===== config.mk =====
export PLATFORM = sky130hd
export DESIGN_NAME = ysyx_22040038_ctrl_flat
export DESIGN_NICKNAME = d
export VERILOG_FILES = /design/src/rtl/ysyx_22040038_ctrl_if.sv /design/src/rtl/ysyx_22040038_ctrl.sv /design/src/flat_wrapper.sv
export SDC_FILE = /design/constraint.sdc
export NUM_CORES = 1
export LEC_CHECK = 0
export ABC_AREA = 1
export ABC_CLOCK_PERIOD_IN_PS = 1530
export CORE_ASPECT_RATIO = 0.6
export CORE_MARGIN = 5
export CORE_UTILIZATION = 40
export CTS_CLUSTER_DIAMETER = 120
export DETAILED_ROUTE_END_ITERATION = 10
export GPL_TIMING_DRIVEN = 0
export PLACE_DENSITY = 0.74
export SYNTH_ARGS = -nofsm -noshare
export SYNTH_HDL_FRONTEND = slang
export SYNTH_SLANG_ARGS = --single-unit

===== constraint.sdc =====
create_clock -name clk -period 1.53 [get_ports clk]
set_input_delay 0.153 -clock clk [delete_from_list [all_inputs] [get_ports clk]]
set_output_delay 0.153 -clock clk [all_outputs]
set_load 0.03 [all_outputs]

===== src/rtl/ysyx_22040038_ctrl_if.sv =====
// +------------------------------------------------------------------+
// | ysyx_22040038_ctrl_if : fetch / data-memory handshake bundle     |
// | Rev 1.0                                                          |
// +------------------------------------------------------------------+
`default_nettype none

interface ysyx_22040038_ctrl_if;
  logic        ifu_req;
  logic [63:0] ifu_addr;
  logic        ifu_rvalid;
  logic [31:0] ifu_rdata;
  logic        lsu_req;
  logic        lsu_we;
  logic        lsu_done;

  modport master (
    output ifu_req, ifu_addr, lsu_req, lsu_we,
    input  ifu_rvalid, ifu_rdata, lsu_done
  );

  modport slave (
    input  ifu_req, ifu_addr, lsu_req, lsu_we,
    output ifu_rvalid, ifu_rdata, lsu_done
  );
endinterface

`default_nettype wire


===== src/rtl/ysyx_22040038_ctrl.sv =====
// +------------------------------------------------------------------+
// | ysyx_22040038_ctrl : multi-cycle FETCH/DECODE/EXEC/MEM/WB sequencer|
// | Rev 1.0                                                          |
// +------------------------------------------------------------------+
`default_nettype none

module ysyx_22040038_ctrl #(
  parameter logic [63:0] RESET_PC = 64'h0000_0000_8000_0000,
  parameter int          TIMEOUT  = 16
) (
  input  logic                        clk,
  input  logic                        rst_n,
  ysyx_22040038_ctrl_if.master        bus,
  output logic [31:0]                 instr_o,
  output logic [63:0]                 pc,
  input  logic [63:0]                 next_pc_i,
  output logic                        rf_wen,
  output logic [63:0]                 instret,
  output logic                        halt,
  output logic                        illegal,
  output logic                        bus_err,
  output logic [2:0]                  state_o
);

  localparam logic [2:0] c_BOOT   = 3'd0;
  localparam logic [2:0] c_FETCH  = 3'd1;
  localparam logic [2:0] c_DECODE = 3'd2;
  localparam logic [2:0] c_EXEC   = 3'd3;
  localparam logic [2:0] c_MEM    = 3'd4;
  localparam logic [2:0] c_WB     = 3'd5;
  localparam logic [2:0] c_HALT   = 3'd6;

  localparam logic [6:0] c_OP_LUI     = 7'b0110111;
  localparam logic [6:0] c_OP_AUIPC   = 7'b0010111;
  localparam logic [6:0] c_OP_JAL     = 7'b1101111;
  localparam logic [6:0] c_OP_JALR    = 7'b1100111;
  localparam logic [6:0] c_OP_BRANCH  = 7'b1100011;
  localparam logic [6:0] c_OP_LOAD    = 7'b0000011;
  localparam logic [6:0] c_OP_STORE   = 7'b0100011;
  localparam logic [6:0] c_OP_IMM     = 7'b0010011;
  localparam logic [6:0] c_OP_OP      = 7'b0110011;
  localparam logic [6:0] c_OP_IMM32   = 7'b0011011;
  localparam logic [6:0] c_OP_OP32    = 7'b0111011;

  localparam logic [31:0] c_EBREAK = 32'h0010_0073;
  localparam logic [31:0] c_NOP    = 32'h0000_0013;

  localparam int               c_CNT_W    = $clog2(TIMEOUT);
  localparam logic [c_CNT_W-1:0] c_WAIT_MAX = c_CNT_W'(TIMEOUT - 1);

  logic [2:0]         r_state;
  logic [63:0]        r_pc;
  logic [31:0]        r_instr;
  logic [63:0]        r_instret;
  logic               r_halt;
  logic               r_illegal;
  logic               r_bus_err;
  logic [c_CNT_W-1:0] r_wait_cnt;

  logic [6:0]         w_opcode;
  logic               w_supported;
  logic               w_is_load;
  logic               w_is_store;
  logic               w_is_branch;

  always_comb begin
    w_opcode    = r_instr[6:0];
    w_supported = 1'b0;
    case (w_opcode)
      c_OP_LUI, c_OP_AUIPC, c_OP_JAL, c_OP_JALR, c_OP_BRANCH,
      c_OP_LOAD, c_OP_STORE, c_OP_IMM, c_OP_OP, c_OP_IMM32,
      c_OP_OP32: w_supported = 1'b1;
      default:   w_supported = 1'b0;
    endcase
  end

  assign w_is_load   = (w_opcode == c_OP_LOAD);
  assign w_is_store  = (w_opcode == c_OP_STORE);
  assign w_is_branch = (w_opcode == c_OP_BRANCH);

  // Handshake and strobe outputs are pure state decodes so reset drops them at once.
  assign bus.ifu_req  = (r_state == c_FETCH);
  assign bus.ifu_addr = r_pc;
  assign bus.lsu_req  = (r_state == c_MEM);
  assign bus.lsu_we   = (r_state == c_MEM) && w_is_store;
  assign rf_wen       = (r_state == c_WB) && !(w_is_store || w_is_branch);

  assign instr_o = r_instr;
  assign pc      = r_pc;
  assign instret = r_instret;
  assign halt    = r_halt;
  assign illegal = r_illegal;
  assign bus_err = r_bus_err;
  assign state_o = r_state;

  always_ff @(posedge clk or negedge rst_n) begin
    if (!rst_n) begin
      r_state    <= c_BOOT;
      r_pc       <= RESET_PC;
      r_instr    <= c_NOP;
      r_instret  <= 64'd0;
      r_halt     <= 1'b0;
      r_illegal  <= 1'b0;
      r_bus_err  <= 1'b0;
      r_wait_cnt <= '0;
    end else begin
      case (r_state)
        c_BOOT: begin
          r_wait_cnt <= '0;
          r_state    <= c_FETCH;
        end
        c_FETCH: begin
          // A response on the last allowed cycle takes priority over the timeout.
          if (bus.ifu_rvalid) begin
            r_instr    <= bus.ifu_rdata;
            r_wait_cnt <= '0;
            r_state    <= c_DECODE;
          end else if (r_wait_cnt == c_WAIT_MAX) begin
            r_halt    <= 1'b1;
            r_bus_err <= 1'b1;
            r_state   <= c_HALT;
          end else begin
            r_wait_cnt <= r_wait_cnt + c_CNT_W'(1);
          end
        end
        c_DECODE: begin
          if (w_supported) begin
            r_state <= c_EXEC;
          end else begin
            r_halt    <= 1'b1;
            r_illegal <= (r_instr != c_EBREAK);
            r_state   <= c_HALT;
          end
        end
        c_EXEC: begin
          r_wait_cnt <= '0;
          r_state    <= (w_is_load || w_is_store) ? c_MEM : c_WB;
        end
        c_MEM: begin
          if (bus.lsu_done) begin
            r_wait_cnt <= '0;
            r_state    <= c_WB;
          end else if (r_wait_cnt == c_WAIT_MAX) begin
            r_halt    <= 1'b1;
            r_bus_err <= 1'b1;
            r_state   <= c_HALT;
          end else begin
            r_wait_cnt <= r_wait_cnt + c_CNT_W'(1);
          end
        end
        c_WB: begin
          r_pc       <= next_pc_i;
          r_instret  <= r_instret + 64'd1;
          r_wait_cnt <= '0;
          r_state    <= c_FETCH;
        end
        c_HALT: begin
          r_state <= c_HALT;
        end
        default: begin
          r_halt  <= 1'b1;
          r_state <= c_HALT;
        end
      endcase
    end
  end

endmodule

`default_nettype wire


===== src/flat_wrapper.sv =====
// flat-port wrapper written by rule: the top's interface ports become plain ports
module ysyx_22040038_ctrl_flat 
#(
  parameter logic [63:0] RESET_PC = 64'h0000_0000_8000_0000,
  parameter int          TIMEOUT  = 16
)
  (clk, rst_n, instr_o, pc, next_pc_i, rf_wen, instret, halt, illegal, bus_err, state_o, bus_ifu_req, bus_ifu_addr, bus_lsu_req, bus_lsu_we, bus_ifu_rvalid, bus_ifu_rdata, bus_lsu_done);
  ysyx_22040038_ctrl_if bus_i ();
  input  logic clk;
  input  logic rst_n;
  output logic [31:0] instr_o;
  output logic [63:0] pc;
  input  logic [63:0] next_pc_i;
  output logic rf_wen;
  output logic [63:0] instret;
  output logic halt;
  output logic illegal;
  output logic bus_err;
  output logic [2:0] state_o;
  output wire logic [$bits(bus_i.ifu_req)-1:0] bus_ifu_req;
  output wire logic [$bits(bus_i.ifu_addr)-1:0] bus_ifu_addr;
  output wire logic [$bits(bus_i.lsu_req)-1:0] bus_lsu_req;
  output wire logic [$bits(bus_i.lsu_we)-1:0] bus_lsu_we;
  input wire logic [$bits(bus_i.ifu_rvalid)-1:0] bus_ifu_rvalid;
  input wire logic [$bits(bus_i.ifu_rdata)-1:0] bus_ifu_rdata;
  input wire logic [$bits(bus_i.lsu_done)-1:0] bus_lsu_done;
  assign bus_ifu_req = bus_i.ifu_req;
  assign bus_ifu_addr = bus_i.ifu_addr;
  assign bus_lsu_req = bus_i.lsu_req;
  assign bus_lsu_we = bus_i.lsu_we;
  assign bus_i.ifu_rvalid = bus_ifu_rvalid;
  assign bus_i.ifu_rdata = bus_ifu_rdata;
  assign bus_i.lsu_done = bus_lsu_done;
  ysyx_22040038_ctrl #(.RESET_PC(RESET_PC), .TIMEOUT(TIMEOUT)) u_core (.clk(clk), .rst_n(rst_n), .bus(bus_i), .instr_o(instr_o), .pc(pc), .next_pc_i(next_pc_i), .rf_wen(rf_wen), .instret(instret), .halt(halt), .illegal(illegal), .bus_err(bus_err), .state_o(state_o));
endmodule

After elaboration in Yosys (flattened, before gate mapping)
Index checks and enable logic that the tools add are counted.
{ "totals": {"register_bits": 170, "output_inout_bits": 234, "wordCells": 70} }
{ "op_classes": {"add_sub_neg": 2, "eq_ne": 22, "muxes": 20, "bitwise": 2, "n_reduce_logical": 16} }
{ "ops": {"columns": ["op", "n"], "rows": [
  ["adder 64 x 1 -> 64 bit, second input constant", 1],
  ["inequality test 32 x 21 -> 1 bit, second input constant", 1],
  ["== test 7 x 6 -> 1 bit, second input constant", 4],
  ["== test 7 x 5 -> 1 bit, second input constant", 3],
  ["== test 7 bit, second input constant", 3],
  ["case mux 3 bit (5 select lines)", 1],
  ["two-way mux 3 bit", 4],
  ["two-way mux 4 bit", 3],
  ["case mux 4 bit (3 select lines)", 1],
  ["OR reduction 11 bit", 1],
  ["== test 3 bit, second input constant", 3],
  ["two-way mux 1 bit", 9],
  ["== test 7 x 2 -> 1 bit, second input constant", 1],
  ["== test 3 x 2 -> 1 bit, second input constant", 2],
  ["inequality test 2 bit, second input constant", 3],
  ["adder 4 x 1 -> 4 bit, second input constant", 1],
  ["== test 4 bit, second input constant", 1],
  ["case mux 1 bit (4 select lines)", 1],
  ["AND reduction 2 bit", 2],
  ["AND reduction 4 bit", 1],
  ["OR reduction 4 bit", 1],
  ["== test 3 x 1 -> 1 bit, second input constant", 1],
  ["zero test 3 bit", 1],
  ["AND reduction 3 bit", 1],
  ["9 further kinds", 12]
]} }

Depth between registers and ports, before layout
Gate-level depths: netlist of the first run.
{ "depth": {"word_depth": 5, "depth_mapped": 11, "ltp_nobuf": 10} }

Worst setup path before layout of the first run
OpenSTA, ideal clock, no wires.
{ "synth_timing": {"path_kind": "reg2reg", "startpoint": "reg u_core.r_state[0] (netlist: u_core.state_o[0])", "endpoint": "reg u_core.r_instr[18] (netlist: u_core.instr_o[18])", "setup_time_ns": 0.125, "t_arrival_ns": 1.791, "required_ns": 1.405, "slack_ns": -0.386, "path_stages_with_launch": 7, "n_path_buf": 2, "synth_period_minus_slack_ns": 1.916, "cell_sequence": "dfrtp_1 buf_2 nand2_1 nor2_2 nand2_2 buf_2 mux2_2"} }
{ "synth_via": {"elab_chain_cells": 2} }
{ "synth_lines": {"columns": ["element", "line_no", "rtl"], "rows": [
  ["from (decl)", "ysyx_22040038_ctrl.sv:51", "logic [2:0] r_state;"],
  ["from (signal assigned)", "ysyx_22040038_ctrl.sv:98", "r_state <= c_BOOT;"],
  ["from (signal assigned)", "ysyx_22040038_ctrl.sv:110", "r_state <= c_FETCH;"],
  ["from (signal assigned)", "ysyx_22040038_ctrl.sv:117", "r_state <= c_DECODE;"],
  ["== test 3 x 1 -> 1 bit", null, null],
  ["via bus_ifu_req", "flat_wrapper.sv:20", "output wire logic [$bits(bus_i.ifu_req)-1:0] bus_ifu_req;"],
  ["AND reduction 2 bit (no line)", null, null],
  ["to (signal assigned)", "ysyx_22040038_ctrl.sv:100", "r_instr <= c_NOP;"],
  ["to (signal assigned)", "ysyx_22040038_ctrl.sv:115", "r_instr <= bus.ifu_rdata;"],
  ["to (decl)", "ysyx_22040038_ctrl.sv:53", "logic [31:0] r_instr;"]
]} }
The timed path passes the listed nets, and every way through them passes these cells.
A chain may end at the register's enable or synchronous reset.

Final worst setup path of the first run
{ "layout_timing": {"startpoint": "reg u_core.r_state[1] (netlist: u_core.state_o[1])", "endpoint": "reg u_core.r_instret[61] (netlist: u_core.instret[61])"} }
{ "layout_via": {"elab_chain_cells": 1} }
{ "layout_lines": {"columns": ["element", "line_no", "rtl"], "rows": [
  ["== test 3 bit", "ysyx_22040038_ctrl.sv:107", "case (r_state)"],
  ["to (signal assigned)", "ysyx_22040038_ctrl.sv:153", "r_instret <= r_instret + 64'd1;"],
  ["to (decl)", "ysyx_22040038_ctrl.sv:54", "logic [63:0] r_instret;"]
]} }
Every way passes these cells.

==> flow_summary_export.csv, run 1 <==
group,metric,value,unit
outcome,status,"complete, but fails checks",
outcome,violations,"negative setup slack",
cells_and_area,drive_gt1_frac,0.301,
clocking,cts_sinks,170,
placement,dp.final_hpwl,23600,um
yosys,synth_nets,1136,
timing,slew_headroom,0.590,
critical_path,cp.required,1.86,ns
placement,place.gp.congestion,0.958,
clocking,clockBufferDepth,2,
critical_path,cp_slowest_cell,"dfrtp_2",
critical_path,start_kind,"flip-flop",
critical_path,end_kind,"flip-flop",
clocking,cts.htree.levels,4,
critical_path,worstPathArrival,2.23,ns
drt,avgRoutedWirePerCell,20.2,um
yosys,yosysMostFrequentCell,"nand2_1",
timing,tightest_slew,0.615,ns
timing,rsz0062_at_grt,"true",
critical_path,cp_cell_sequence,"inv_4 > nand3_4 > buf_12 > nor2_8 > nand2_4 > nor2_4 > buf_6 > nand4_1 > nand2_1 > nand2_1",
placement,port_buffers,333,
placement,dp.cells,1647,
placement,place_area,12300,sq um
critical_path,cp_max_fo,7,
yosys,yosysUniqueCellTypes,34,
global_route,antenna_found_initial,0,
power_and_ir_drop,ir_drop,0.768,mV
yosys,synth_top_cell_area_share,0.487,
clocking,clkTransAtPathRegs,0.07,ns
drt,drc_errors,0,
floorplan,start_util,0.407,
floorplan,num_rows,41,
yosys,synthTopCellsByArea,"dfrtp_1 (49%), nand2_1 (17%), buf_4 (5.7%), nor2_1 (4.9%), inv_1 (3.5%)",
global_route,grt_max_degree,93,
global_route,grt_pass1_vias,8427,
timing,finalHoldViolCount,0,
yosys,synth_edf_count,0,
job,maxCapViolations,0,
cells_and_area,final_cells,1769,
power_and_ir_drop,p_clk_frac,0.502,
global_route,grt_usage,0.265,
power_and_ir_drop,p_sw_frac,0.209,
yosys,syn_area_per_cell,8.25,sq um
critical_path,cp_top_family,"simple AND/OR/NAND/NOR gates",
yosys,yosysWarnings,0,
timing,slew_viol_final,0,
floorplan,dieArea,24400,sq um
cells_and_area,antennaDiodeCount,0,
floorplan,dieWidth,199,um
drt,drtAntennaViolNets,0,
critical_path,critPathMaxStageDelay,0.46,ns
yosys,ys_async_sr_fraction,1.00,
timing,finalHoldWorstSlack,0.214,ns
yosys,syn_inst,1034,
floorplan,ioPinCount,334,
drt,vias,8870,
global_route,gr-total-overflow,0,
cells_and_area,area_delta_synth_final,69.4,%
clocking,cts_tree,"built",
clocking,cts_root_buf,"clkbuf_16",
min_path,hp-class,"in -> reg",
timing,finalSetupViolations,108,
critical_path,crit_buf_inv,3,
floorplan,core_area,21000,sq um
critical_path,crit_type,"reg -> reg",
yosys,synth_seq_cells,170,
timing,clock_skew,0.00946,ns
yosys,synth_area,8530,sq um
yosys,ys_seq_area_frac,0.499,
timing,setup_ws,-0.366,ns
yosys,synth_ff_type,"dfrtp_1",
critical_path,critPathMostFrequentCell,"nand2_1",
yosys,synthTopCellsByCount,"nand2_1 (376), dfrtp_1 (166), nor2_1 (111)",
global_route,grt_pass1_wl,49000,um
power_and_ir_drop,power_frac_seq,0.458,
floorplan,die_h,123,um
placement,pre_cts_ws,-0.697,ns
power_and_ir_drop,power.leakage,0.00686,uW
clocking,cts_buffers,17,
timing,period_share,1.24,
cells_and_area,postLayoutCellArea,14500,sq um
drt,routed_wl,35700,um
timing,fmax,528,MHz
timing,fin_tns_setup,-20.82,ns
cells_and_area,nets,1579,
drt,drt_first_iter_violations,623,
clocking,clkLatencyLatePin,0.44,ns
power_and_ir_drop,combPwrFrac,0.039,
drt,drt-pass1-iter-count,5,
power_and_ir_drop,p_int,7760,uW
drt,viasPerCell,5.01,
power_and_ir_drop,power.density,679,nW/um^2
power_and_ir_drop,p_switching,2050,uW
yosys,synth_top_area_cell,"dfrtp_1",
timing,period_needed,1.90,ns
## state kept, by name, summed over array words and instances, names as in the netlist
register             flops
u_core.bus.ifu_addr     64
u_core.instret          64
u_core.instr_o          32
u_core.r_wait_cnt        4
u_core.state_o           3
u_core.bus_err           1
u_core.halt              1
u_core.illegal           1
## timing repair
| item | 4_1_cts | 5_1_grt |
|---|---|---|
| hold buffers | 1 | 0 |
| gates cloned | 8 | 0 |
| resized for setup | 469 | 189 |
| setup buffers | 56 | 38 |
| setup endpoints to repair | 359 | 166 |
| pin swaps | 47 | 49 |
| hold endpoints to repair | 78 | 0 |
## logic make-up after synthesis
group                    after synthesis  share of synthesized area
AND/OR/NAND/NOR                      600                      0.305
buffers and inverters                165                      0.103
adder cells (fa/ha/maj)                2                    0.00293
multiplexers                          16                     0.0210
AO/OA/AOI/OAI                         34                     0.0213
XOR/XNOR                              47                     0.0483
flip-flops                           170                      0.499
## worst reg2reg max path: cells and delay by family (launching register included)
family | cells | cell delay [ns]
flip-flops | 1 | 0.46
AND/OR/NAND/NOR | 7 | 0.91
buffers and inverters | 3 | 0.41
## worst paths after layout
check / cells after the start / startpoint / to / slack (ns)
hold / removal: 3 / next_pc_i[31] / u_core.bus.ifu_addr[31]$_DFFE_PN1P_ / 0.21
setup reg to reg: 10 / u_core.state_o[1]$_DFF_PN0_ / u_core.instret[61]$_DFFE_PN0P_ / -0.37
min in group asynchronous: 2 / rst_n / u_core.r_wait_cnt[2]$_DFFE_PN0P_ / 0.29
hold reg to reg: 1 / u_core.bus_err$_DFFE_PN0P_ / u_core.bus_err$_DFFE_PN0P_ / 0.48
max in group asynchronous: 3 / rst_n / u_core.bus.ifu_addr[31]$_DFFE_PN1P_ / 0.33
setup / recovery: 10 / u_core.state_o[1]$_DFF_PN0_ / u_core.instret[61]$_DFFE_PN0P_ / -0.37
## cell type report
type,instances,area (sq um)
clock buffers,21,470
repair buffers,425,3980
fillers,1574,6530
flip-flops and latches,170,4290
multi-input cells,700,4140
plain buffers,83,729
clock inverters,11,189
inverters,80,305
well taps,279,349
## metal layers
layer  share of wire  GRT usage  routed length (um)
met2            0.47      0.418               16900
met1            0.40      0.356               14300
met5               0          0                   0
met3           0.098     0.0861                3480
met4           0.029     0.0717                1040
## through the flow
step,util,power [uW]
floorplan,-,4590
global route,0.689,10100
CTS,0.663,9850
global placement,0.587,4940
detailed placement,0.589,4950
finish,0.689,9810
## cell usage in the layout (no fill, tap or decap), drive strengths merged, types with 2 or more instances in the layout
cell type      count
nand4             28
clkdlybuf4s15     26
dfrtp            166
bufinv             5
nand3             39
dfstp              4
nor2             129
nand3b             6
a21oi             20
mux2              15
xor2              21
dlygate4sd2      175
clkbuf            51
ha                 2
clkinvlp           2
clkinv             3
clkdlybuf4s50     98
and2               3
buf              178
nor3              13
inv               81
o21ai             10
nand2            383
xnor2             26
## power groups by stage
stage	Clock (uW)	Sequential [uW]	Combinational (uW)
6_report	4920	4500	386
5_1_grt	5220	4490	419
4_1_cts	4970	4500	380
3_5_place_dp	0	4580	368
3_3_place_gp	0	4580	355
2_1_floorplan	0	4580	3.88
Note: power is estimated with default switching activity, not from simulation.
==> inputs of run 2 (changes only) <==
--- a/config.mk
+++ b/config.mk
@@ -12,6 +12,7 @@
 export CORE_UTILIZATION = 40
 export CTS_CLUSTER_DIAMETER = 120
 export DETAILED_ROUTE_END_ITERATION = 10
+export GPL_ROUTABILITY_DRIVEN = 0
 export GPL_TIMING_DRIVEN = 0
 export PLACE_DENSITY = 0.74
 export SYNTH_ARGS = -nofsm -noshare
==> constraint.sdc (replaced) <==
create_clock -name clk -period 1.53 [get_ports clk]
set_input_delay 0.153 -clock clk [delete_from_list [all_inputs] [get_ports clk]]
set_output_delay 0.153 -clock clk [all_outputs]
set_load 0.02 [all_outputs]
==> run 2 against run 1 <==
Compared with the run above: the flow still finishes with violations (negative setup slack); final area increased by 1.8%; die area unchanged; sequential cell count unchanged; worst hold slack gained 0.0056 ns.
==> flow_summary_export.csv, run 2 (synthesis gave the netlist of run 1 again) <==
group,metric,value,unit
critical_path,cp_slowest_cell,"dfrtp_2",
cells_and_area,antennaDiodeCount,0,
critical_path,r2r_start,"u_core.instret[4]$_DFFE_PN0P_",
power_and_ir_drop,power_frac_seq,0.493,
timing,finalHoldViolCount,0,
timing,setup_ws,-0.373,ns
cells_and_area,area_delta_synth_final,72.5,%
clocking,cts.htree.levels,4,
critical_path,cp.required,1.86,ns
critical_path,reg2reg_to,"u_core.instret[39]$_DFFE_PN0P_",
drt,drtAntennaViolNets,0,
job,maxCapViolations,0,
floorplan,ioPinCount,334,
clocking,clkTransAtPathRegs,0.07,ns
drt,viasPerCell,5.10,
power_and_ir_drop,power.leakage,0.00678,uW
clocking,clockBufferDepth,2,
timing,rsz0062_at_grt,"true",
power_and_ir_drop,p_switching,2090,uW
power_and_ir_drop,p_clk_frac,0.464,
critical_path,start_kind,"flip-flop",
critical_path,end_kind,"flip-flop",
floorplan,die_h,123,um
critical_path,worstPathArrival,2.23,ns
drt,drc_errors,0,
min_path,hp-start,"next_pc_i[31]",
power_and_ir_drop,power.density,619,nW/um^2
cells_and_area,postLayoutCellArea,14700,sq um
outcome,status,"complete, but fails checks",
floorplan,core_area,21000,sq um
critical_path,cp_cell_sequence,"nand2_1 > inv_1 > nand2_1 > nor2_2 > nand3_4 > nor2_4 > nand2_1 > xnor2_1",
critical_path,critPathMostFrequentCell,"nand2_1",
clocking,cts_tree,"built",
cells_and_area,nets,1578,
drt,drt_first_iter_violations,760,
clocking,cts_root_buf,"clkbuf_16",
power_and_ir_drop,p_sw_frac,0.229,
critical_path,crit_buf_inv,1,
global_route,grt_pass1_wl,49200,um
timing,clock_skew,0.0120,ns
critical_path,worstRegToRegCells,8,
global_route,grt_usage,0.266,
timing,slew_headroom,0.560,
floorplan,num_rows,41,
critical_path,cp_max_fo,5,
timing,period_share,1.24,
drt,vias,9024,
cells_and_area,final_cell_mix,"nand2_1 (294), dlygate4sd2_1 (218), dfrtp_1 (138)",
global_route,grt_pass1_vias,8527,
cells_and_area,final_common_cell,"nand2_1",
drt,avgRoutedWirePerCell,20.6,um
timing,tightest_slew,0.660,ns
timing,fmax,526,MHz
cells_and_area,drive_gt1_frac,0.318,
min_path,hp-class,"in -> reg",
cells_and_area,nFillCells,1573,
placement,place_area,12300,sq um
placement,dp.final_hpwl,23700,um
critical_path,critPathMaxStageDelay,0.45,ns
floorplan,start_util,0.407,
clocking,cts_buffers,17,
floorplan,dieWidth,199,um
drt,drt-pass1-iter-count,8,
timing,fin_tns_setup,-24.10,ns
global_route,antenna_found_initial,1,
critical_path,reg2reg_slack,-0.37,ns
power_and_ir_drop,ir_drop,0.781,mV
placement,port_buffers,333,
power_and_ir_drop,p_int,7030,uW
critical_path,cp_top_family,"simple AND/OR/NAND/NOR gates",
drt,routed_wl,36400,um
clocking,clkLatencyLatePin,0.45,ns
timing,period_needed,1.90,ns
timing,finalSetupViolations,149,
outcome,violations,"negative setup slack",
min_path,min_delay_worst_endpoint,"u_core.bus.ifu_addr[31]$_DFFE_PN1P_",
critical_path,crit_type,"reg -> reg",
power_and_ir_drop,combPwrFrac,0.043,
floorplan,dieArea,24400,sq um
clocking,cts_sinks,170,
min_path,hold_depth,3,
global_route,gr-total-overflow,0,
global_route,grt_max_degree,91,
timing,slew_viol_final,0,
## run 2: worst max-delay path by stage
stage / from / end / slack (ns) / depth (start not counted)
2_1_floorplan: u_core.state_o[1]$_DFF_PN0_ / u_core.instr_o[26]$_DFFE_PN0P_ / -0.04 / 6
3_3_place_gp: rst_n / u_core.instret[1]$_DFFE_PN0P_ / -7.55 / 1
3_5_place_dp: u_core.state_o[1]$_DFF_PN0_ / rf_wen / -0.80 / 7
4_1_cts: u_core.instr_o[0]$_DFFE_PN1P_ / bus_lsu_we / -0.34 / 5
5_1_grt: u_core.state_o[1]$_DFF_PN0_ / u_core.instret[35]$_DFFE_PN0P_ / -0.44 / 10
6_report: u_core.instret[4]$_DFFE_PN0P_ / u_core.instret[39]$_DFFE_PN0P_ / -0.37 / 8
## run 2: power groups by stage
stage	clock network, uW	logic, uW	registers [uW]
floorplan	0	3.81	4580
global placement	0	355	4580
detailed placement	0	369	4580
CTS	4240	382	4500
global route	4420	422	4490
finish	4230	390	4490
## run 2: area by class of cell
type,count,area (sq um),share of cell area
well taps,279,349,0.0237
repair buffers,424,4120,0.280
clock buffers,23,498,0.0338
flip-flops and latches,170,4290,0.292
inverters,80,308,0.0209
clock inverters,9,61.3,0.00417
plain buffers,83,729,0.0496
multi-input cells,700,4350,0.296
## run 2: tightest hold or removal path, cell delays in order
cell             delay (ns)
clkdlybuf4s50_1        0.40
nand2_1                0.06
nand2_1                0.04
## run 2: timing repair
| action | CTS | global route |
|---|---|---|
| hold buffers | 1 | 0 |
| endpoints found under the hold margin | 80 | 0 |
| gates cloned | 4 | 4 |
| buffers inserted | 45 | 48 |
| resized for setup | 424 | 252 |
| pin swaps | 47 | 112 |
| endpoints found under the setup margin | 380 | 166 |
## run 2: routing by layer
layer | routed length (um) | vias to the layer above | track usage
li1 | - | 4060 | -
met1 | 13800 | 4347 | 0.343
met2 | 17400 | 505 | 0.432
met3 | 3920 | 110 | 0.0986
met4 | 1210 | 2 | 0.0594
met5 | 13 | - | 0
## run 2: metrics by stage
step | instances | total power [uW] | hold WS, ns | setup WS (ns) | utilization
after floorplan | 1034 | 4590 | -0.143 | -0.0417 | -
after global placement | 1646 | 4940 | 0.464 | -7.55 | 0.585
after detailed placement | 1647 | 4950 | 0.193 | -0.802 | 0.586
after CTS | 1729 | 9110 | 0.205 | -0.337 | 0.650
after global routing | 1768 | 9330 | 0.226 | -0.443 | 0.701
final | 1768 | 9110 | 0.220 | -0.373 | 0.701
==> inputs of run 3 (changes only) <==
--- a/config.mk
+++ b/config.mk
@@ -15,6 +15,7 @@
 export GPL_ROUTABILITY_DRIVEN = 0
 export GPL_TIMING_DRIVEN = 0
 export PLACE_DENSITY = 0.74
+export SKIP_LAST_GASP = 1
 export SYNTH_ARGS = -nofsm -noshare
 export SYNTH_HDL_FRONTEND = slang
 export SYNTH_SLANG_ARGS = --single-unit
==> run 3 against run 2 <==
Compared with the run above: the run still ends with negative setup slack left; non-clock buffer count grew 3; clock power about the same; highest routed layer unchanged; global-route usage up 0.081 points; critical path type unchanged; critical path depth rose by 1; via count rose by 1.0%; total power grew 0.12%; worst hold slack got worse by 0.0018 ns; utilization fell by 0.12 points; sequential cell count unchanged; sequential share of layout area hardly changed; register-to-register slack worse by 0.05 ns.
==> flow_summary_export.csv, run 3 (synthesis gave the netlist of run 1 again) <==
group,metric,value,unit
floorplan,die_h,123,um
global_route,grt_max_degree,91,
global_route,antenna_found_initial,1,
power_and_ir_drop,power.density,621,nW/um^2
drt,viasPerCell,5.15,
timing,period_needed,1.95,ns
critical_path,critPathMostFrequentCell,"nand2_1",
clocking,cts_tree,"built",
floorplan,ioPinCount,334,
drt,drtAntennaViolNets,0,
floorplan,dieWidth,199,um
cells_and_area,final_common_cell,"nand2_1",
global_route,grt_usage,0.266,
timing,slew_headroom,0.570,
placement,dp.cells,1647,
timing,rsz0062_at_grt,"true",
power_and_ir_drop,power.total,9120,uW
cells_and_area,postLayoutCellArea,14700,sq um
floorplan,core_area,21000,sq um
drt,vias,9117,
clocking,cts_sinks,170,
timing,finalHoldViolCount,0,
job,maxCapViolations,0,
timing,finalHoldWorstSlack,0.218,ns
placement,port_buffers,333,
clocking,cts_buffers,17,
timing,fmax,513,MHz
critical_path,cp-startpoint,"u_core.instret[4]$_DFFE_PN0P_",
cells_and_area,nets,1581,
critical_path,reg2reg_slack,-0.42,ns
outcome,violations,"negative setup slack",
cells_and_area,antennaDiodeCount,0,
critical_path,crit_cells,9,
critical_path,reg2reg_to,"u_core.instret[57]$_DFFE_PN0P_",
cells_and_area,final_cells,1771,
critical_path,cp_slowest_cell,"dfrtp_2",
min_path,hp-class,"in -> reg",
drt,drt_first_iter_violations,751,
drt,drt-pass1-iter-count,8,
cells_and_area,final_cell_mix,"nand2_1 (301), dlygate4sd2_1 (223), dfrtp_1 (142)",
clocking,clkLatencyLatePin,0.45,ns
timing,slew_viol_final,0,
clocking,clockBufferDepth,2,
cells_and_area,final_util,0.700,
critical_path,cp.required,1.91,ns
critical_path,critPathMaxStageDelay,0.45,ns
global_route,grt_pass1_wl,49400,um
critical_path,r2r_start,"u_core.instret[4]$_DFFE_PN0P_",
critical_path,cp_cell_sequence,"nand2_1 > inv_1 > nand2_1 > nor2_2 > nand3_4 > nor2_4 > buf_6 > nand4_1 > nand2_1",
cells_and_area,seq_area,4290,sq um
global_route,grt_pass1_vias,8532,
cells_and_area,drive_gt1_frac,0.305,
drt,routed_wl,37200,um
floorplan,start_util,0.407,
critical_path,critPathCapture,"u_core.instret[57]$_DFFE_PN0P_",
power_and_ir_drop,power.leakage,0.00676,uW
critical_path,worstPathArrival,2.33,ns
timing,clock_skew,0.00966,ns
placement,dp.final_hpwl,23700,um
drt,avgRoutedWirePerCell,21.0,um
critical_path,start_kind,"flip-flop",
outcome,status,"complete, but fails checks",
timing,setup_ws,-0.418,ns
critical_path,end_kind,"flip-flop",
floorplan,dieArea,24400,sq um
cells_and_area,nFillCells,1570,
clocking,clkTransAtPathRegs,0.07,ns
critical_path,cp_top_family,"simple AND/OR/NAND/NOR gates",
drt,drc_errors,0,
timing,tightest_slew,0.645,ns
global_route,gr-total-overflow,0,
critical_path,cp_max_fo,7,
critical_path,worstRegToRegCells,9,
floorplan,num_rows,41,
clocking,cts_root_buf,"clkbuf_16",
critical_path,crit_type,"reg -> reg",
placement,place_area,12300,sq um
cells_and_area,multi_input_area,4340,sq um
cells_and_area,area_delta_synth_final,72.2,%
timing,finalSetupViolations,153,
power_and_ir_drop,ir_drop,0.815,mV
critical_path,crit_buf_inv,2,
timing,period_share,1.27,
clocking,cts.htree.levels,4,
## run 3: cell count changes in the layout (fill, tap and decap cells not counted), moves of 2 or more
cell,before,now
nand2_2,64,55
nand2_1,294,301
dlygate4sd2_1,218,223
buf_6,51,47
dfrtp_1,138,142
dfrtp_2,28,24
a21oi_1,7,10
a21oi_2,13,10
buf_4,103,106
buf_12,11,9
nand2_4,22,24
nor2_2,17,15
## run 3: cell type report
class                   instances  area share
repair buffers                427       0.280
clock inverters                 9     0.00417
clock buffers                  23      0.0339
well taps                     279      0.0238
multi-input cells             700       0.296
plain buffers                  83      0.0496
inverters                      80      0.0210
flip-flops and latches        170       0.292
## run 3: per-stage QoR
step                TNS [ns]  setup WS [ns]
global placement    -1187.04          -7.55
CTS                   -12.66         -0.337
detailed placement    -25.94         -0.802
floorplan             -0.856        -0.0417
global route          -33.48         -0.463
finish                -26.14         -0.418
## run 3: how the worst min path moves through the flow
stage / start / to / cells past startpoint
after floorplan: rst_n / u_core.bus.ifu_addr[0]$_DFFE_PN0P_ / 0
after global placement: u_core.halt$_DFFE_PN0P_ / u_core.halt$_DFFE_PN0P_ / 2
after detailed placement: rst_n / u_core.instr_o[27]$_DFFE_PN0P_ / 1
after CTS: next_pc_i[31] / u_core.bus.ifu_addr[31]$_DFFE_PN1P_ / 3
after global routing: next_pc_i[31] / u_core.bus.ifu_addr[31]$_DFFE_PN1P_ / 3
final: next_pc_i[31] / u_core.bus.ifu_addr[31]$_DFFE_PN1P_ / 3
## run 3: metal layers
metal	track usage	wire [um]	part of all wire
met2	0.432	17700	0.47
met4	0.0687	1630	0.044
met1	0.347	13900	0.37
met5	0	20	0.00054
met3	0.0907	4050	0.11
## run 3: repair_timing
item,CTS,global route
hold buffers,1,0
hold endpoints to repair,80,0
endpoints found under the setup margin,380,166
gates cloned,4,4
pin swaps,45,103
setup buffers,45,53
gates resized for setup,407,241
## run 3: where the power goes
part / switching, uW / total (uW) / internal (uW)
combinational: 153 / 391 / 237
clock: 1940 / 4240 / 2300
sequential: 0.754 / 4490 / 4490
total: 2100 / 9120 / 7030
## run 3: worst register-to-register path, stage by stage (launching register included)
cell and delay, ns:
dfrtp_2 0.45, nand2_1 0.09, inv_1 0.16, nand2_1 0.12
nor2_2 0.37, nand3_4 0.15, nor2_4 0.24, buf_6 0.14
nand4_1 0.06, nand2_1 0.10
